**src/rtl/run_ctrl_pkg.sv**
```systemverilog
// Shared types for the multi-core run-control sequencer.
package run_ctrl_pkg;

  typedef enum logic [2:0] {
    IDLE    = 3'd0,
    RUN     = 3'd1,
    VGA     = 3'd2,
    HALT    = 3'd3,
    TIMEOUT = 3'd4
  } state_t;

  localparam int STOP_ALL = 0;
  localparam int STOP_ANY = 1;

endpackage

```
**src/rtl/clk_en_divider.sv**
```systemverilog
// Free-running clock-enable divider: one-cycle tick every DIV enabled cycles.
// The tick is decoded from the registered count, so it needs no extra pipeline stage.
module clk_en_divider #(
  parameter int DIV = 4
) (
  input  logic clock,
  input  logic reset_n,
  input  logic enable,
  input  logic clear,
  output logic tick
);

  localparam int CW = (DIV > 2) ? $clog2(DIV) : 1;
  localparam logic [CW-1:0] LAST = CW'(DIV - 1);

  logic [CW-1:0] cnt_q, cnt_d;

  // Clear has priority so the next phase always starts from zero.
  always_comb begin
    cnt_d = cnt_q;
    if (clear) begin
      cnt_d = '0;
    end else if (enable) begin
      cnt_d = (cnt_q == LAST) ? '0 : cnt_q + CW'(1);
    end
  end

  always_ff @(posedge clock or negedge reset_n) begin
    if (!reset_n) begin
      cnt_q <= '0;
    end else begin
      cnt_q <= cnt_d;
    end
  end

  assign tick = enable & (cnt_q == LAST);

endmodule

```
**src/rtl/multi_core_run_ctrl.sv**
```systemverilog
// Run-control sequencer: gates per-core clock enables during RUN, then a divided
// VGA phase, then HALT; a cycle watchdog traps runaway runs in TIMEOUT.
module multi_core_run_ctrl
  import run_ctrl_pkg::*;
#(
  parameter int                N_CORES    = 2,
  parameter int                STOP_MODE  = 0,
  parameter int                VGA_DIV    = 4,
  parameter int                CNT_W      = 24,
  parameter logic [CNT_W-1:0]  MAX_CYCLES = {CNT_W{1'b1}}
) (
  input  logic               clock,
  input  logic               reset_n,
  input  logic               start,
  input  logic [N_CORES-1:0] core_done,
  input  logic               vga_done,
  output logic [N_CORES-1:0] core_en,
  output logic               vga_tick,
  output logic [CNT_W-1:0]   run_cycles,
  output logic [N_CORES-1:0] done_mask,
  output logic [2:0]         state_o,
  output logic               halted,
  output logic               timeout
);

  localparam logic [CNT_W-1:0] LIMIT = MAX_CYCLES - CNT_W'(1);

  state_t             state_q, state_d;
  logic [N_CORES-1:0] mask_q, mask_d, mask_run;
  logic [CNT_W-1:0]   cyc_q, cyc_d;
  logic               stop, at_limit, freeze, vga_clear;

  always_comb begin
    state_d  = state_q;
    mask_d   = mask_q;
    cyc_d    = cyc_q;
    mask_run = mask_q | core_done;
    stop     = (STOP_MODE == STOP_ANY) ? (|mask_run) : (&mask_run);
    at_limit = (cyc_q == LIMIT);
    case (state_q)
      IDLE, HALT: begin
        if (start) begin
          state_d = RUN;
          mask_d  = '0;
          cyc_d   = '0;
        end
      end
      RUN: begin
        mask_d = mask_run;
        if (!(&cyc_q)) cyc_d = cyc_q + CNT_W'(1);
        // A stop seen on the watchdog's last cycle still counts as a clean stop.
        if (stop) begin
          state_d = VGA;
        end else if (at_limit) begin
          state_d = TIMEOUT;
        end
      end
      VGA: begin
        if (vga_done) state_d = HALT;
      end
      TIMEOUT: state_d = TIMEOUT;
      default: state_d = IDLE;
    endcase
  end

  always_ff @(posedge clock or negedge reset_n) begin
    if (!reset_n) begin
      state_q <= IDLE;
      mask_q  <= '0;
      cyc_q   <= '0;
    end else begin
      state_q <= state_d;
      mask_q  <= mask_d;
      cyc_q   <= cyc_d;
    end
  end

  assign freeze    = (STOP_MODE == STOP_ANY) && (|mask_q);
  assign core_en   = ((state_q == RUN) && !freeze) ? ~mask_q : '0;
  assign vga_clear = (state_q != VGA) | vga_done;

  clk_en_divider #(
    .DIV(VGA_DIV)
  ) u_vga_div (
    .clock  (clock),
    .reset_n(reset_n),
    .enable (state_q == VGA),
    .clear  (vga_clear),
    .tick   (vga_tick)
  );

  assign run_cycles = cyc_q;
  assign done_mask  = mask_q;
  assign state_o    = state_q;
  assign halted     = (state_q == HALT);
  assign timeout    = (state_q == TIMEOUT);

endmodule

```
**config.mk**
```make
export PLATFORM = sky130hd
export DESIGN_NAME = multi_core_run_ctrl
export DESIGN_NICKNAME = d
export VERILOG_FILES = /design/src/rtl/run_ctrl_pkg.sv /design/src/rtl/clk_en_divider.sv /design/src/rtl/multi_core_run_ctrl.sv
export SDC_FILE = /design/constraint.sdc
export NUM_CORES = 1
export LEC_CHECK = 0
export BUFFER_PORTS_ARGS = -buffer_cell sky130_fd_sc_hd__buf_2
export CORE_MARGIN = 8
export CORE_UTILIZATION = 49
export DETAILED_ROUTE_END_ITERATION = 7
export PLACE_DENSITY = 0.76
export SYNTH_ARGS = -nofsm -noshare
export SYNTH_HDL_FRONTEND = slang
export SYNTH_HIERARCHICAL = 1
export SYNTH_SLANG_ARGS = --single-unit
```
**constraint.sdc**
```tcl
create_clock -name clock -period 1.8 [get_ports clock]
set_input_delay 0 -clock clock [delete_from_list [all_inputs] [get_ports clock]]
set_output_delay 0 -clock clock [all_outputs]
set_load 0.05 [all_outputs]
```
* Word level (Yosys, flattened, before mapping)
Index checks and enable logic that the tools add are counted.
Operators by class: mux-type cells 14, bitwise operators 4, reduce and logical (&&, ||, !) cells 9, equality and inequality tests 11, add/subtract/negate cells 2
Operators by type and width (number):
- $mux W24 | 2
- $pmux W24 S2 | 1
- $add A24 B1 Y24 const B | 1
- $eq A24 B24 Y1 const B | 1
- $reduce_and A24 Y1 | 1
- $mux W3 | 4
- $pmux W3 S4 | 1
- $mux W2 | 5
- $eq A3 B2 Y1 const B | 2
- $ne A2 B2 Y1 const B | 3
- $reduce_and A3 Y1 | 2
- $pmux W2 S2 | 1
- $reduce_and A2 Y1 | 2
- $reduce_bool A2 Y1 | 2
- $eq A3 B1 Y1 const B | 1
- $eq A3 B3 Y1 const B | 1
- $logic_not A3 Y1 | 1
- $ne A3 B2 Y1 const B | 1
- $ne A3 B3 Y1 const B | 1
- $add A2 B1 Y2 const B | 1
- $eq A2 B2 Y1 const B | 1
- $not A2 Y2 | 1
- $or A2 B2 Y2 | 1
- $reduce_or A2 Y1 | 1
- other kinds (2) | 2
Storage, ports and cells: bits of input ports 6, logic and storage cells 44, register bits after elaboration 31, output and inout port bits 34

* Logic depth before layout (Yosys ltp)
depth after elaboration 4, mapped depth 6, depth with buffers taken out 6

* Cells and area by module
Netlist, hierarchy kept.
By module, submodules not included:
- multi_core_run_ctrl | cells each 202, seq. area each 725.7 um^2, area an instance 1779.2 um^2, instances 1
- clk_en_divider | cells each 9, seq. area each 50.0 um^2, area an instance 106.4 um^2, instances 1

* Least setup slack after synthesis
Ideal clock, no wire load.
kind register to output, start point register state_q[0], in the netlist state_o[0], end point output port core_en[0], setup slack -0.335 ns, required time 1.800 ns, path buffers 2, cell stages (with the launch flop) 5, arrival 2.135 ns, cell sequence dfrtp_1 -> buf_2 -> or3b_1 -> buf_2 -> nor2_1
Between the ends: longest elaborated chain between the ends 2
Ends and longest elaborated chain:
- start: declaration | RTL line multi_core_run_ctrl.sv:28 | state_t state_q, state_d;
- start signal: assignment | RTL line multi_core_run_ctrl.sv:72 | state_q <= state_d;
- $eq A3 B1 Y1 | RTL line multi_core_run_ctrl.sv:79 | assign core_en = ((state_q == RUN) && !freeze) ? ~mask_q : '0;
- $mux W2 | RTL line multi_core_run_ctrl.sv:79
- end: declaration | RTL line multi_core_run_ctrl.sv:17 | output logic [N_CORES-1:0] core_en,
Every way passes these cells.

* Worst setup path in the final report
start point register cyc_q[18], in the netlist run_cycles[18], end point register cyc_q[13], in the netlist run_cycles[13]
Between the ends: longest elaborated chain between the ends 3
Ends and longest elaborated chain:
- start: declaration | RTL line multi_core_run_ctrl.sv:30 | logic [CNT_W-1:0] cyc_q, cyc_d;
- start signal: assignment | RTL line multi_core_run_ctrl.sv:74 | cyc_q <= cyc_d;
- $reduce_and A24 Y1 | RTL line multi_core_run_ctrl.sv:50 | if (!(&cyc_q)) cyc_d = cyc_q + CNT_W'(1);
- $ne A2 B2 Y1 (no line)
- $reduce_and A3 Y1 (no line)
Every way passes these cells. A chain may end at the register's enable or synchronous reset.

==> results by group <==
Status
  • Status: finished, final reports clean

Timing
  • Hold Vio Cnt, Final: 0
  • Slew HR: 0.546
  • Worst Tran Pin Value: roughly 0.68 ns
  • Final setup fails: 0
  • Setup ws final: about 0.046 ns
  • Final Skew: roughly 0.009 ns
  • Max Fclk: between 500 and 600 MHz
  • Final Critical Period: 1.75 ns
  • Crit share post-route: 0.975
  • Pins Over Slew Limit: 0
  • RSZ-0062 raised after global routing: yes

Global route
  • Largest net degree at the start of global routing: 32
  • GRT overflow: 0
  • Initial antenna violation count: 0
  • GRT Total Usage: 0.165
  • Vias in the first global route: 1819
  • First-pass GRT wire length: around 8300 um

Clock network
  • Num CTS Buffers: 5
  • Worst-skew pair later-pin latency: 0.29 ns
  • CTS tree: built
  • Max clock buf depth: 2
  • Clk sink count: 31
  • Clk pin slew, worst setup/hold paths: approximately 0.070 ns
  • Root buffer cell: clkbuf_8
  • H-tree levels: 2

Die
  • # rows: 22
  • Core Region: around 0.0037 sq mm
  • Die Width: between 70 and 80 um
  • Die H: roughly 78 um
  • Die area: 0.00609 sq mm
  • Initial core utilization: 0.511
  • Io pins: 40

Yosys
  • Cell Area, Synth: 0.00189 sq mm
  • Synth warnings: 6
  • Synth area leaders: dfrtp_1 41%, nand2_1 4.8%, nor2_1 4.6%, nand3_1 3.5%, nand4_1 3.3%
  • #FFs+latches synth: 31
  • Commonest cells post-synth: 31 x dfrtp_1, 24 x nand2_1, 23 x nor2_1
  • Synth top area share: 0.411
  • Synth Flop Type: dfrtp_1
  • Sequential-to-total area share from yosys stat: 0.411
  • Avg Inst Size Synth: a little under 9 sq um
  • Number of flops mapped to enable cells by yosys: 0
  • Synth area leader: dfrtp_1
  • Syn Nets: 220
  • FFs w/ async S/R, synth: 1.00
  • Most frequent cell after synthesis: dfrtp_1
  • Syn Inst Count: between 200 and 250
  • Synth cell types: 45

Power
  • Max VDD drop: ~1400 uV
  • Sequential Power Share: 0.292
  • Pwr dens: about 1200 mW/mm^2
  • Sw Ratio: 0.463
  • NetSw: around 1.4 mW
  • Logic pwr share: 0.536
  • Clock Power Share: 0.172
  • P_leak: between 1 and 1.5 nW
  • Internal: 1.66 mW

Critical path
  • Slowest cell on the critical path: dfrtp_2
  • Worst path max stage delay: about 0.42 ns
  • Reg-to-reg endpoint: run_cycles[13]
  • Reg2reg path depth: 8
  • R2R Path Start: run_cycles[18]
  • Crit end category: flip-flop
  • Crit Path Max Fanout: 8
  • WP buf/inv: 3
  • Crit-path cells: nand4_1 > buf_4 > nor4_4 > a2111oi_4 > buf_4 > buf_4 > xnor2_2 > nor2_1
  • Required time worst endpoint: 1.99 ns
  • Worst path most repeated cell: buf_4
  • CP arrival: between 1.5 and 2 ns
  • Crit Path Class: flip-flop to flip-flop
  • CP delay by family, top: buffers and inverters
  • Worst reg-to-reg setup slack: ~0.046 ns
  • Startpoint types: flip-flop

Min path
  • Hold path endpoint: u_vga_div/cnt_q[0]
  • Hold path depth: 4
  • Min-Delay Path Class: primary input to flip-flop
  • Hold path startpoint: vga_done

Finish
  • Design Area, Final: approximately 0.0026 sq mm
  • Area added between synthesis and finish: 35.4%
  • Filler cell count: between 200 and 300
  • # diodes: 0
  • Final Util: 0.692
  • Nets: 286
  • Layout cells sized above 1: 0.446

Detailed routing
  • Routed Antenna Nets: 0
  • Mean routed wirelength per cell: ~16 um
  • Drt via density: a little under 6
  • Final WL: roughly 5200 um
  • Drt initial violations: approximately 200
  • Vias: approximately 1900
  • Pre-antenna DRT Iters: 5
  • DRC viols: 0

Flow run
  • Max Cap Viol: 0

Placement
  • RePlAce Congestion: 0.889
  • Pre-CTS setup slack: 0.00554 ns
  • Post-detail-place hpwl: 3710 um
  • IO buf count: 39
  • DP Area: roughly 0.0023 sq mm
## worst min-delay path: stages
cell and delay, ns:
buf_2 0.08, nor2_1 0.03, nand3_1 0.11, a21oi_2 0.04
## power by group through the flow
stage / registers [mW] / clock network [mW] / logic [mW]
final: 0.901 / 0.532 / 1.66
after global routing: 0.919 / 0.567 / 1.77
after CTS: 0.899 / 0.529 / 1.54
after detailed placement: 0.909 / 0 / 1.53
after global placement: 0.907 / 0 / 1.51
after floorplan: 1.18 / 0 / 0.769
## cell families after synthesis
kind of cell	synth area share
AOI/OAI and AO/OA	0.176
xor gates and xnor gates	0.0279
adders and majority gates	0.0199
buffers and inverters	0.0325
DFF	0.411
muxes	0.0325
and+or+nand+nor	0.300
## state kept, by name, indices dropped and copies added, names as in the netlist
signal	cells
state_o	3
done_mask	2
run_cycles	24
u_vga_div/cnt_q	2
## per-stage QoR
step	hold WS, ns	std cells	setup TNS, ns	power [mW]
2_1_floorplan	-0.296	211	-0.290	1.95
3_5_place_dp	0.0765	310	0	2.44
6_report	0.0133	326	0	3.09
4_1_cts	0.0176	319	-0.0103	2.97
5_1_grt	0.0271	326	-0.306	3.26
3_3_place_gp	0.0819	310	0	2.42
## final cells by class
cell class                      instances  area, sq um  share of cell area
Timing Repair Buffer                   68          428               0.168
Multi-Input combinational cell        168         1170               0.458
Tap cell                               48         60.1              0.0235
Clock buffer                            8         80.1              0.0314
Sequential cell                        31          805               0.315
Inverter                                3         11.3             0.00441
## per-layer routing
metal,vias to the layer above,global-route usage,wire [um]
li1,908,-,-
met1,912,0.199,2330
met2,53,0.277,2460
met3,10,0.0433,259
met4,0,0.0556,101
met5,-,0,0
## cells in the final DEF (no fill, tap or decap), drive strengths merged, types with 3 or more instances in the layout
cell | Yosys | routed
inv | 3 | 3
o31ai | 3 | 3
nand3 | 14 | 14
clkbuf | 3 | 8
xnor2 | 5 | 5
nand2 | 26 | 26
and3 | 9 | 9
a211oi | 3 | 3
dfrtp | 31 | 31
a21oi | 11 | 11
o21ai | 14 | 14
nor2 | 23 | 23
mux2i | 5 | 5
a31oi | 6 | 6
nand2b | 5 | 5
buf | 6 | 67
o211ai | 4 | 4
nor3 | 3 | 3
nand4 | 10 | 10
ha | 3 | 3
## repair_timing
action / in CTS / in global routing
hold endpoints to repair: 31 / 0
pin swaps: 0 / 5
hold buffers: 1 / 0
cloned: 0 / 0
endpoints found under the setup margin: 1 / 22
gates resized for setup: 1 / 16
buffers inserted: 0 / 8
## worst max-delay path by stage
stage,end,depth (start not counted),slack (ns),from
after global placement,run_cycles[22],6,0.02,run_cycles[1]
after CTS,run_cycles[20],6,-0.01,run_cycles[1]
after global routing,run_cycles[13],8,-0.1,run_cycles[18]
final,run_cycles[13],8,0.05,run_cycles[18]
after floorplan,run_cycles[17],6,-0.08,state_o[1]
after detailed placement,run_cycles[22],6,0.006,run_cycles[1]
No activity file was read; power rests on OpenSTA's default activity.
